===== src/rtl/ball_phys_pkg.sv =====
`default_nettype none
// +------------------------------------------------------------------------+
// | Module      : ball_phys_pkg                                            |
// | Description : Fixed-point widths, types and helpers shared by the      |
// |               ball physics engine and its per-axis integrators.        |
// | Revision    : 1.0 - initial release                                    |
// +------------------------------------------------------------------------+
package ball_phys_pkg;

  // Default fixed-point format: 12 signed integer bits, 4 fraction bits.
  localparam int FX_INT_W  = 12;
  localparam int FX_FRAC_W = 4;
  localparam int FX_W      = FX_INT_W + FX_FRAC_W;

  typedef logic signed [FX_W-1:0] fx_t;

  // Headroom type for intermediate sums so nothing wraps before clamping.
  typedef logic signed [31:0] wide_t;

  // Clamp a velocity into [-lim, +lim].
  function automatic wide_t sat_fx(input wide_t v, input wide_t lim);
    if (v > lim) begin
      return lim;
    end else if (v < -lim) begin
      return -lim;
    end
    return v;
  endfunction

  // Reflected speed after a lossy bounce; shift of 0 disables the loss.
  function automatic wide_t damp_fx(input wide_t mag, input int shift);
    if (shift == 0) begin
      return mag;
    end
    return mag - (mag >>> shift);
  endfunction

endpackage
`default_nettype wire


===== src/rtl/ball_axis_integrator.sv =====
`default_nettype none
// +------------------------------------------------------------------------+
// | Module      : ball_axis_integrator                                     |
// | Description : One axis of the ball: integrates acceleration into       |
// |               velocity and position, saturates velocity and reflects   |
// |               off the two walls with damping.                          |
// | Revision    : 1.0 - initial release                                    |
// +------------------------------------------------------------------------+
module ball_axis_integrator
  import ball_phys_pkg::*;
#(
  parameter int DIM         = 800,
  parameter int BALL_RADIUS = 20,
  parameter int VEL_MAX     = 64,
  parameter int DAMP_SHIFT  = 2,
  parameter int INT_W       = 12,
  parameter int FRAC_W      = 4
) (
  input  logic                            clk,
  input  logic                            arst_n,
  input  logic                            step_en,
  input  logic                            recenter,
  input  logic signed [7:0]               accel,
  output logic signed [INT_W+FRAC_W-1:0]  pos,
  output logic signed [INT_W+FRAC_W-1:0]  vel,
  output logic                            bounce
);

  localparam int FW = INT_W + FRAC_W;

  localparam wide_t C_LO   = wide_t'(BALL_RADIUS * (1 << FRAC_W));
  localparam wide_t C_HI   = wide_t'((DIM - BALL_RADIUS) * (1 << FRAC_W));
  localparam wide_t C_CTR  = wide_t'((DIM / 2) * (1 << FRAC_W));
  localparam wide_t C_VMAX = wide_t'(VEL_MAX * (1 << FRAC_W));

  logic signed [FW-1:0] pos_q, pos_d;
  logic signed [FW-1:0] vel_q, vel_d;

  wide_t w_pos, w_vel, w_acc, w_p, w_v, w_mag, w_reb, w_ctr;
  logic  w_hit_lo, w_hit_hi;

  // Candidate next state: free flight, or clamp to a wall and reflect.
  always_comb begin
    w_pos    = wide_t'(pos_q);
    w_vel    = wide_t'(vel_q);
    w_acc    = wide_t'(accel);
    w_ctr    = C_CTR;
    w_p      = w_pos + w_vel;
    w_v      = sat_fx(w_vel + w_acc, C_VMAX);
    w_mag    = (w_vel < 0) ? -w_vel : w_vel;
    w_reb    = damp_fx(w_mag, DAMP_SHIFT);
    w_hit_lo = (w_p < C_LO);
    w_hit_hi = !w_hit_lo && (w_p > C_HI);
    bounce   = w_hit_lo || w_hit_hi;

    pos_d = pos_q;
    vel_d = vel_q;
    if (recenter) begin
      pos_d = w_ctr[FW-1:0];
      vel_d = '0;
    end else if (step_en) begin
      if (w_hit_lo) begin
        pos_d = C_LO[FW-1:0];
        vel_d = w_reb[FW-1:0];
      end else if (w_hit_hi) begin
        w_reb = -w_reb;
        pos_d = C_HI[FW-1:0];
        vel_d = w_reb[FW-1:0];
      end else begin
        pos_d = w_p[FW-1:0];
        vel_d = w_v[FW-1:0];
      end
    end
  end

  // Position/velocity state, ball parked at the centre on reset.
  always_ff @(posedge clk or negedge arst_n) begin
    if (!arst_n) begin
      pos_q <= C_CTR[FW-1:0];
      vel_q <= '0;
    end else begin
      pos_q <= pos_d;
      vel_q <= vel_d;
    end
  end

  assign pos = pos_q;
  assign vel = vel_q;

endmodule
`default_nettype wire


===== src/rtl/ball_physics_engine.sv =====
`default_nettype none
// +------------------------------------------------------------------------+
// | Module      : ball_physics_engine                                      |
// | Description : Two-axis sub-pixel ball integrator with a physics-step   |
// |               divider, freeze/recenter control and step/bounce pulses. |
// | Revision    : 1.0 - initial release                                    |
// +------------------------------------------------------------------------+
module ball_physics_engine
  import ball_phys_pkg::*;
#(
  parameter int SCREEN_WIDTH  = 800,
  parameter int SCREEN_HEIGHT = 600,
  parameter int BALL_RADIUS   = 20,
  parameter int INT_W         = 12,
  parameter int FRAC_W        = 4,
  parameter int VEL_MAX       = 64,
  parameter int DAMP_SHIFT    = 2,
  parameter int TICK_DIV      = 8388608
) (
  input  logic              clk,
  input  logic              arst_n,
  input  logic signed [7:0] i_accel_x,
  input  logic signed [7:0] i_accel_y,
  input  logic              i_freeze,
  input  logic              i_recenter,
  output logic [9:0]        o_ball_x,
  output logic [9:0]        o_ball_y,
  output logic              o_tick,
  output logic              o_bounce_x,
  output logic              o_bounce_y
);

  localparam int FW    = INT_W + FRAC_W;
  localparam int CNT_W = (TICK_DIV > 1) ? $clog2(TICK_DIV) : 1;
  localparam logic [CNT_W-1:0] C_CNT_LAST = CNT_W'(TICK_DIV - 1);

  logic [CNT_W-1:0] cnt_q, cnt_d;
  logic             tick_q, tick_d;
  logic             bounce_x_q, bounce_x_d;
  logic             bounce_y_q, bounce_y_d;

  logic                 w_step;
  logic                 w_bounce_x, w_bounce_y;
  logic signed [FW-1:0] w_pos_x, w_pos_y, w_vel_x, w_vel_y;
  logic                 w_unused;

  // Step divider and pulse generation; recenter beats both step and freeze.
  always_comb begin
    w_step     = !i_freeze && !i_recenter && (cnt_q == C_CNT_LAST);
    cnt_d      = cnt_q;
    if (i_recenter) begin
      cnt_d = '0;
    end else if (!i_freeze) begin
      cnt_d = (cnt_q == C_CNT_LAST) ? '0 : cnt_q + CNT_W'(1);
    end
    tick_d     = w_step;
    bounce_x_d = w_step && w_bounce_x;
    bounce_y_d = w_step && w_bounce_y;
  end

  // Counter and one-cycle event pulses.
  always_ff @(posedge clk or negedge arst_n) begin
    if (!arst_n) begin
      cnt_q      <= '0;
      tick_q     <= 1'b0;
      bounce_x_q <= 1'b0;
      bounce_y_q <= 1'b0;
    end else begin
      cnt_q      <= cnt_d;
      tick_q     <= tick_d;
      bounce_x_q <= bounce_x_d;
      bounce_y_q <= bounce_y_d;
    end
  end

  ball_axis_integrator #(
    .DIM(SCREEN_WIDTH), .BALL_RADIUS(BALL_RADIUS), .VEL_MAX(VEL_MAX),
    .DAMP_SHIFT(DAMP_SHIFT), .INT_W(INT_W), .FRAC_W(FRAC_W)
  ) u_axis_x (
    .clk(clk), .arst_n(arst_n), .step_en(w_step), .recenter(i_recenter),
    .accel(i_accel_x), .pos(w_pos_x), .vel(w_vel_x), .bounce(w_bounce_x)
  );

  ball_axis_integrator #(
    .DIM(SCREEN_HEIGHT), .BALL_RADIUS(BALL_RADIUS), .VEL_MAX(VEL_MAX),
    .DAMP_SHIFT(DAMP_SHIFT), .INT_W(INT_W), .FRAC_W(FRAC_W)
  ) u_axis_y (
    .clk(clk), .arst_n(arst_n), .step_en(w_step), .recenter(i_recenter),
    .accel(i_accel_y), .pos(w_pos_y), .vel(w_vel_y), .bounce(w_bounce_y)
  );

  // Integer pixel part of the registered positions.
  assign o_ball_x   = w_pos_x[FRAC_W+9:FRAC_W];
  assign o_ball_y   = w_pos_y[FRAC_W+9:FRAC_W];
  assign o_tick     = tick_q;
  assign o_bounce_x = bounce_x_q;
  assign o_bounce_y = bounce_y_q;

  // Velocity and fraction/sign bits are internal only.
  assign w_unused = ^{w_vel_x, w_vel_y, w_pos_x, w_pos_y};

endmodule
`default_nettype wire

===== config.mk =====
export PLATFORM = sky130hd
export DESIGN_NAME = ball_physics_engine
export DESIGN_NICKNAME = d
export VERILOG_FILES = /design/src/rtl/ball_phys_pkg.sv /design/src/rtl/ball_axis_integrator.sv /design/src/rtl/ball_physics_engine.sv
export SDC_FILE = /design/constraint.sdc
export NUM_CORES = 1
export LEC_CHECK = 0
export CAP_MARGIN = 10
export CORE_ASPECT_RATIO = 1.25
export CORE_MARGIN = 4
export CORE_UTILIZATION = 35
export DETAILED_ROUTE_END_ITERATION = 12
export PLACE_DENSITY = 0.49
export SLEW_MARGIN = 5
export SYNTH_ARGS = -nofsm -noshare
export SYNTH_HDL_FRONTEND = slang
export SYNTH_HIERARCHICAL = 1
export SYNTH_SLANG_ARGS = --single-unit

===== constraint.sdc =====
create_clock -name clk -period 5.83 [get_ports clk]
set_input_delay 1.749 -clock clk [delete_from_list [all_inputs] [get_ports clk]]
set_output_delay 1.749 -clock clk [all_outputs]
set_load 0.05 [all_outputs]

Yosys cells after proc, flatten, opt, wreduce, memory -nomap -nowiden. Cells that the tools add are included.

Logic and storage cells: 75. Input bits: 20. Register bits: 90. Output and inout bits: 23.

$add $sub $neg: 11. $lt $le $gt $ge: 10. Muxes and demuxes: 31. Reduce and logical (&&, ||, !) cells: 13. Eq/ne operators: 2.

Operators with widths (count): two-way mux 16 bit (22); two-way mux 23 bit (3); > comparator 32 x 15 -> 1 bit, second input constant (2); < comparator 32 x 10 -> 1 bit, second input constant (2); two-way mux 18 bit (2); negation 16 -> 18 bit (2); adder 16 x 16 -> 17 bit (2); adder 16 x 8 -> 17 bit (2); > comparator 17 x 12 -> 1 bit, second input constant (2); < comparator 17 x 11 -> 1 bit, second input constant (2); < comparator 16 x 1 -> 1 bit, second input constant (2); negation 16 bit (2); subtractor 16 bit (2); adder 23 x 1 -> 23 bit, second input constant (1); equality test 23 bit, second input constant (1); logical AND 1 bit (6); zero test 1 bit (4); two-way mux 1 bit (4); logical OR 1 bit (2); inequality test 2 x 1 -> 1 bit, second input constant (1); nonzero test 2 bit (1).

Logic depth before layout (Yosys ltp). Gate-level depths: netlist (run 1).

Depth after elaboration: 9. Mapped depth: 20. Gate-level depth less buffers: 19.

Cells and area by module. The synthesis (run 1) kept the hierarchy.

By module, submodules not included: ball_axis_integrator at u_axis_x (area each 5069.9 um^2, sequential area each 804.5 um^2, cells each 651, instances 1); ball_axis_integrator at u_axis_y (area each 4785.8 um^2, sequential area each 805.8 um^2, cells each 626, instances 1); ball_physics_engine (area each 1594.0 um^2, sequential area each 650.6 um^2, cells each 170, instances 1).

Worst setup path after synthesis (run 1). No wires, ideal clock.

Path type: in2reg. Start point: in i_accel_x[0]. End point: reg u_axis_x.vel_q[2] (netlist: u_axis_x/vel[2]). Path slack: 687 ps. Stages: 12. Arrival time: 5033 ps. Path buffers: 0. Library setup time: 110 ps. Required time: 5720 ps. Cells stage by stage: ha_1 fa_1 a21o_1 a221o_1 a21oi_1 nor2_1 xnor2_1 or4b_2 or4_1 o21ai_1 a21oi_1 o41ai_1.

Longest elaborated chain between the ends: 9. Elaborated cells between the ends (all ways): 11. Those cells by class: 1 x add/sub; 2 x order compare; 8 x mux.

RTL lines: start: declaration (RTL line ball_physics_engine.sv:22) `input logic signed [7:0] i_accel_x,`; adder 16 x 8 -> 17 bit (*) (RTL line ball_axis_integrator.sv:49) `w_v = sat_fx(w_vel + w_acc, C_VMAX);`; < comparator 17 x 11 -> 1 bit (RTL line ball_phys_pkg.sv:24) `end else if (v < -lim) begin`; two-way mux 1 bit (RTL line ball_phys_pkg.sv:24); two-way mux 1 bit (RTL line ball_phys_pkg.sv:22) `if (v > lim) begin`; two-way mux 16 bit (*) (RTL line ball_phys_pkg.sv:27) `return v;`; two-way mux 16 bit (*) (RTL line ball_axis_integrator.sv:65) `end else if (w_hit_hi) begin`; two-way mux 16 bit (*) (RTL line ball_axis_integrator.sv:62) `if (w_hit_lo) begin`; two-way mux 16 bit (*) (RTL line ball_axis_integrator.sv:61) `end else if (step_en) begin`; two-way mux 16 bit (*) (RTL line ball_axis_integrator.sv:58) `if (recenter) begin`; end signal: assignment (RTL line ball_axis_integrator.sv:83) `vel_q <= vel_d;`; end: declaration (RTL line ball_axis_integrator.sv:37) `logic signed [FW-1:0] vel_q, vel_d;`.

Every way passes the cells marked *; elsewhere a longest branch is shown, timed or not. The select of a mux whose other input is x is not followed. A chain may end at the register's enable or synchronous reset.

Final worst setup path (run 1).
Start point: in i_accel_y[0]. End point: reg u_axis_y.vel_q[2] (netlist: u_axis_y/vel[2]).

Longest elaborated chain between the ends: 9. Elaborated cells between the ends (all ways): 11. Those cells by class: 1 x add/sub; 2 x order compare; 8 x mux.

RTL lines: start: declaration (RTL line ball_physics_engine.sv:23) `input logic signed [7:0] i_accel_y,`; adder 16 x 8 -> 17 bit (*) (RTL line ball_axis_integrator.sv:49); < comparator 17 x 11 -> 1 bit (RTL line ball_phys_pkg.sv:24); two-way mux 1 bit (RTL line ball_phys_pkg.sv:24); two-way mux 1 bit (RTL line ball_phys_pkg.sv:22); two-way mux 16 bit (*) (RTL line ball_phys_pkg.sv:27); two-way mux 16 bit (*) (RTL line ball_axis_integrator.sv:65); two-way mux 16 bit (*) (RTL line ball_axis_integrator.sv:62); two-way mux 16 bit (*) (RTL line ball_axis_integrator.sv:61); two-way mux 16 bit (*) (RTL line ball_axis_integrator.sv:58); end signal: assignment (RTL line ball_axis_integrator.sv:83); end: declaration (RTL line ball_axis_integrator.sv:37).

Marked as above.

==> results of run 1 <==
synthesized netlist by cell type (15+ instances only):
| master | instances | share of area [%] |
|---|---|---|
| or3_1 | 21 | 1.1 |
| inv_1 | 61 | 2.0 |
| or4_1 | 17 | 1.1 |
| a211oi_1 | 24 | 1.6 |
| ha_1 | 97 | 11 |
| xor2_1 | 44 | 3.4 |
| nand3_1 | 36 | 1.6 |
| xnor2_1 | 75 | 5.7 |
| dfrtp_1 | 83 | 18 |
| and3_1 | 28 | 1.5 |
| a22oi_1 | 18 | 1.2 |
| nand2_1 | 121 | 4.0 |
| a21oi_1 | 107 | 4.7 |
| nand4_1 | 17 | 0.93 |
| nor3_1 | 38 | 1.7 |
| o21ai_0 | 79 | 3.5 |
| nor2b_1 | 25 | 1.4 |
| nor2_1 | 81 | 2.7 |
| o211ai_1 | 25 | 1.6 |
| nand2b_1 | 24 | 1.3 |
| a21o_1 | 32 | 2.1 |
| a31oi_1 | 15 | 0.82 |
| clkbuf_1 | 49 | 1.6 |
| o31ai_1 | 33 | 2.2 |
| and2_1 | 16 | 0.87 |
final timing paths:
| check | start | endpoint |
|---|---|---|
| worst max-delay path | i_accel_y[0] | u_axis_y/vel[2] |
| worst max register to register | u_axis_x/vel[0] | u_axis_x/vel[12] |
| worst min register to register | u_axis_y/pos[15] | u_axis_y/pos[15] |
| min in group asynchronous | arst_n | cnt_q[14] |
| max in group asynchronous | arst_n | u_axis_y/pos[9] |
| worst min-delay path | u_axis_y/pos[15] | u_axis_y/pos[15] |
kinds of logic (layout without fill, tap and decap cells):
| kind of cell | Yosys count | after routing | share of synthesized area [%] |
|---|---|---|---|
| fa+ha+maj | 103 | 103 | 11.6 |
| simple gates | 508 | 508 | 24.6 |
| other cells | 2 | 2 | 0.0656 |
| mux | 5 | 5 | 0.437 |
| buf+inv | 131 | 152 | 4.90 |
| compound gates | 489 | 489 | 29.5 |
| xor+xnor | 119 | 119 | 9.10 |
| flops | 90 | 90 | 19.7 |
report_power, final:
part	internal [mW]	switching [mW]	leakage, nW
logic	0.0479	0.0791	4.18
clock network	0.334	0.267	0.143
registers	0.627	0.00336	1.23
worst max-delay path, stage by stage:
cell             delay [ns]
clkdlybuf4s50_1        0.41
ha_1                   0.26
fa_1                   0.43
a211oi_1               0.28
o21ai_0                0.21
and3_1                 0.28
or4_1                  0.53
o311a_1                0.13
nor4bb_1               0.33
a32oi_1                0.16
nor3_1                 0.64
a22oi_1                0.19
o21ai_0                0.11
sequential cells by signal, indices dropped and copies added (netlist names):
signal	cells
cnt_q	23
u_axis_x/pos	16
u_axis_x/vel	16
u_axis_y/pos	16
u_axis_y/vel	16
o_bounce_x	1
o_bounce_y	1
o_tick	1
cell type report:
class / instances / share of cell area [%]
clock buffer: 10 / 1.82
clock inverter: 6 / 0.517
inverter: 62 / 1.85
multi-input combinational: 1226 / 68.6
sequential: 90 / 18.0
tap: 412 / 4.09
timing repair buffer: 74 / 5.19
per-layer routing:
layer | share of wire [%] | GRT usage, %
met1 | 42 | 24.1
met2 | 53 | 37.6
met3 | 2.2 | 1.50
met4 | 2.6 | 6.58
met5 | 0 | 0
per-stage QoR:
step	cells	cell area, um^2	hold slack [ns]
final	1880	12600	0.493
after global routing	1880	12600	0.512
after CTS	1880	12600	0.496
after detailed placement	1864	12300	0.478
after global placement	1864	12300	0.478
after floorplan	1447	11400	0.460
==> results.json, run 1 <==
{
  "run_status": "complete, no violations",
  "grt_max_degree": 59,
  "min_period_ns": 5.45,
  "ys_ff_latch": 90,
  "layout_common_cells": "nand2_1 (121), a21oi_1 (107), ha_1 (97), dfrtp_1 (83), nor2_1 (80)",
  "syn-num-nets": 1570,
  "critPathKind": "input pin to flip-flop",
  "p_leak_nw": 5.55,
  "end_kind": "flip-flop",
  "synth_cell_types": 95,
  "core_area_um2": 32100,
  "antenna_left": 0,
  "avgSynthCellArea_um2": 7.91,
  "fin_skew_ns": 0.0104,
  "diodes": 0,
  "hold_buffers": 0,
  "gp_congestion": 0.860,
  "drtIter0Drc": 670,
  "crit_path_max_fanout": 7,
  "drv_slew": 0,
  "synth_area_um2": 11400,
  "ir_drop_mv": 0.124,
  "layout.nets": 1586,
  "whs_path_depth": 1,
  "rrSetupSlack_ns": 0.73,
  "placementRows": 73,
  "start_kind": "input pin",
  "post_drt_wl_per_cell_um": 19.2,
  "fin_setup_tns_ns": 0,
  "synthToLayoutAreaGrowth_pct": 9.98,
  "grt_pass1_vias": 10900,
  "viasPerCell": 5.91,
  "fill_cells": 3324,
  "hpwl_um": 28200,
  "cts_resized": 0,
  "worstSkewPairLatency_ns": 0.36,
  "cts-root-buf": "clkbuf_16",
  "tightest_slew_ns": 0.805,
  "relSlewSlack_pct": 46.3,
  "layout-drive-gt1-share_pct": 7.08,
  "rsz0062_at_grt": "false",
  "fin_crit_sh_pct": 93.5,
  "synthCells": 1447,
  "grt_pass1_wl_um": 58600,
  "finalPower_mw": 1.36,
  "antenna_found_initial": 0,
  "ys_warn_count": 6,
  "initial_utilization_pct": 35.7,
  "multi_input_area_um2": 8640,
  "clock_path_buffers": 2,
  "synth_ff_type": "dfrtp_1",
  "cts_inserted_buffers": 9,
  "dr.pass1.iters": 5,
  "ys_seq_area_share_pct": 19.7,
  "fp.dieH_um": 210,
  "num_vias": 11100,
  "max_freq_mhz": 184,
  "grt_usage_pct": 20.1,
  "cts_sinks": 90,
  "dieArea_um2": 35700,
  "clk_pin_slew_ns": 0.07,
  "io_pins": 43,
  "drv_cap": 0,
  "postLayoutCoreUtil_pct": 39.3,
  "area.sequential_um2": 2260,
  "cp.required_ns": 6.11,
  "synth_edf_count": 0,
  "worstHoldPathType": "flip-flop to flip-flop",
  "final_common_cell": "nand2_1",
  "crit_arrival_ns": 5.73,
  "pwr_density_cell_nw_per_um2": 108,
  "drt_wl_total_um": 36100,
  "async_flop_share_pct": 100,
  "drc": 0,
  "setup_viol": 0,
  "h-tree-depth": 3,
  "die_x_um": 170,
  "reg2reg_depth": 16,
  "dp_slack_ns": 0.0163,
  "setup_ws_ns": 0.382,
  "hold_viol_final": 0,
  "portBuffers": 42,
  "postCtsSetupRepairBufs": 0,
  "cts_tree": "done",
  "overflow": 0
}
(Power assumes the default switching activity.)
==> run 2, diff against run 1 <==
--- a/config.mk
+++ b/config.mk
@@ -8,9 +8,9 @@
 export CAP_MARGIN = 10
 export CORE_ASPECT_RATIO = 1.25
 export CORE_MARGIN = 4
-export CORE_UTILIZATION = 35
+export CORE_UTILIZATION = 30
 export DETAILED_ROUTE_END_ITERATION = 12
-export PLACE_DENSITY = 0.49
+export PLACE_DENSITY = 0.43
 export SLEW_MARGIN = 5
 export SYNTH_ARGS = -nofsm -noshare
 export SYNTH_HDL_FRONTEND = slang
==> constraint.sdc (replaced) <==
create_clock -name clk -period 5.7 [get_ports clk]
set_input_delay 1.71 -clock clk [delete_from_list [all_inputs] [get_ports clk]]
set_output_delay 1.71 -clock clk [all_outputs]
set_load 0.05 [all_outputs]
==> results.json, run 2 (synthesis gave the netlist of run 1 again) <==
{
  "ir_drop_mv": 0.111,
  "layout_common_cells": "nand2_1 (121), a21oi_1 (107), ha_1 (97), dfrtp_1 (83), nor2_1 (80)",
  "drv_cap": 0,
  "rsz0062_at_grt": "false",
  "grt_usage_pct": 18.4,
  "overflow": 0,
  "initial_utilization_pct": 30.6,
  "grt_max_degree": 65,
  "worstSkewPairLatency_ns": 0.36,
  "io_pins": 43,
  "diodes": 0,
  "crit_arrival_ns": 5.59,
  "setup_ws_ns": 0.356,
  "cts-root-buf": "clkbuf_16",
  "die_x_um": 183,
  "rrSetupSlack_ns": 0.49,
  "pwr_density_cell_nw_per_um2": 111,
  "largest_reg_flops": 23,
  "hold_buffers": 0,
  "clockPowerShare_pct": 44.9,
  "path_cells": "clkdlybuf4s50_1, ha_1, fa_1, a21o_1, a221o_1, a21oi_1, nor2_1, xnor2_1, or4b_2, or4_1, o21ai_1, buf_4, a21oi_1, o41ai_1",
  "hold_viol_final": 0,
  "hpwl_um": 30000,
  "postCtsSetupRepairBufs": 0,
  "gp_congestion": 0.854,
  "core_area_um2": 37500,
  "worstHoldPathType": "flip-flop to flip-flop",
  "finalPower_mw": 1.41,
  "max_freq_mhz": 187,
  "cts_tree": "done",
  "portBuffers": 42,
  "regMostFlops": "cnt_q",
  "drc": 0,
  "p_sw_mw": 0.412,
  "final_common_cell": "nand2_1",
  "antenna_found_initial": 0,
  "dr.pass1.iters": 5,
  "drtIter0Drc": 600,
  "p_seq_share_pct": 45.6,
  "fin_crit_sh_pct": 93.8,
  "grt_pass1_wl_um": 61100,
  "synthToLayoutAreaGrowth_pct": 11.1,
  "tightest_slew_ns": 1.20,
  "relSlewSlack_pct": 20.0,
  "cts_inserted_buffers": 9,
  "p_int_mw": 1.00,
  "critPathKind": "input pin to flip-flop",
  "switching_share_pct": 29.2,
  "end_kind": "flip-flop",
  "power_frac_comb_pct": 9.4,
  "drv_slew": 0,
  "clk_pin_slew_ns": 0.08,
  "placementRows": 79,
  "crit_path_max_fanout": 10,
  "h-tree-depth": 3,
  "layout-drive-gt1-share_pct": 7.47,
  "num_vias": 11100,
  "p_leak_nw": 5.58,
  "grt_pass1_vias": 11000,
  "dp.cells": 1943,
  "antenna_left": 0,
  "dp_slack_ns": -0.00104,
  "slowest_stage": "or4b_2",
  "dieArea_um2": 41400,
  "cts_sinks": 90,
  "post_drt_wl_per_cell_um": 19.6,
  "start_kind": "input pin",
  "fp.dieH_um": 226,
  "viasPerCell": 5.69,
  "postLayoutCoreUtil_pct": 34.0,
  "fill_cells": 3986,
  "setup_viol": 0,
  "min_period_ns": 5.34,
  "layout.nets": 1591,
  "crit_top_cell": "a21oi_1",
  "clock_path_buffers": 2,
  "drt_wl_total_um": 38400,
  "fin_skew_ns": 0.0141,
  "max_stage_delay_ns": 0.66,
  "cts_resized": 0,
  "fin_cells": 1959,
  "run_status": "complete, no violations",
  "cp.required_ns": 5.95
}
## run 2: cell types whose count changed in the layout (fill, tap and decap cells not counted)
cell and delta:
clkinv_4 +1, buf_4 +5, clkbuf_1 -1, clkinv_2 -2, inv_8 +2, bufinv_16 -1, clkinv_8 +1
## run 2: area by class of cell
type / count / area, um^2 / share of cell area [%]
Multi-Input combinational cell: 1226 / 8640 / 67.9
Sequential cell: 90 / 2260 / 17.8
Inverter: 62 / 233 / 1.83
Clock inverter: 7 / 72.6 / 0.570
Tap cell: 486 / 608 / 4.78
Timing Repair Buffer: 79 / 691 / 5.43
Clock buffer: 9 / 225 / 1.77
## run 2: stage by stage
| stage | setup TNS [ns] | hold slack, ns | instance area [um^2] |
|---|---|---|---|
| after floorplan | 0 | 0.460 | 11400 |
| after global placement | 0 | 0.476 | 12400 |
| after detailed placement | -0.00104 | 0.483 | 12400 |
| after CTS | 0 | 0.504 | 12700 |
| after global routing | 0 | 0.515 | 12700 |
| final | 0 | 0.499 | 12700 |
## run 2: routing by layer
metal | global-route usage [%] | wire length, um
met5 | 0 | 0
met3 | 1.65 | 1070
met4 | 6.49 | 1240
met1 | 22.8 | 16800
met2 | 33.1 | 19300
## run 2: power groups by stage
stage	Combinational [mW]	Sequential (mW)	Clock (mW)
2_1_floorplan	0.0748	0.656	0
4_1_cts	0.136	0.644	0.657
3_3_place_gp	0.134	0.657	0
6_report	0.133	0.644	0.634
3_5_place_dp	0.135	0.657	0
5_1_grt	0.150	0.645	0.684
## run 2: final timing paths
| check | from | to | depth (start not counted) |
|---|---|---|---|
| setup / recovery | i_accel_x[0] | u_axis_x/vel[3] | 14 |
| hold / removal | u_axis_y/pos[15] | u_axis_y/pos[15] | 1 |
| setup reg to reg | u_axis_x/vel[0] | u_axis_x/vel[14] | 16 |
| hold reg to reg | u_axis_y/pos[15] | u_axis_y/pos[15] | 1 |
| max in group asynchronous | arst_n | u_axis_y/pos[6] | 2 |
| min in group asynchronous | arst_n | u_axis_y/pos[1] | 1 |
## run 2: critical path, delay by kind of cell
| family | cells | cell delay [ns] |
|---|---|---|
| AOI/OAI and AO/OA | 6 | 1.27 |
| and+or+nand+nor | 3 | 1.18 |
| adders and majority gates | 2 | 0.65 |
| buffers and inverters | 2 | 0.64 |
| xor gates and xnor gates | 1 | 0.14 |
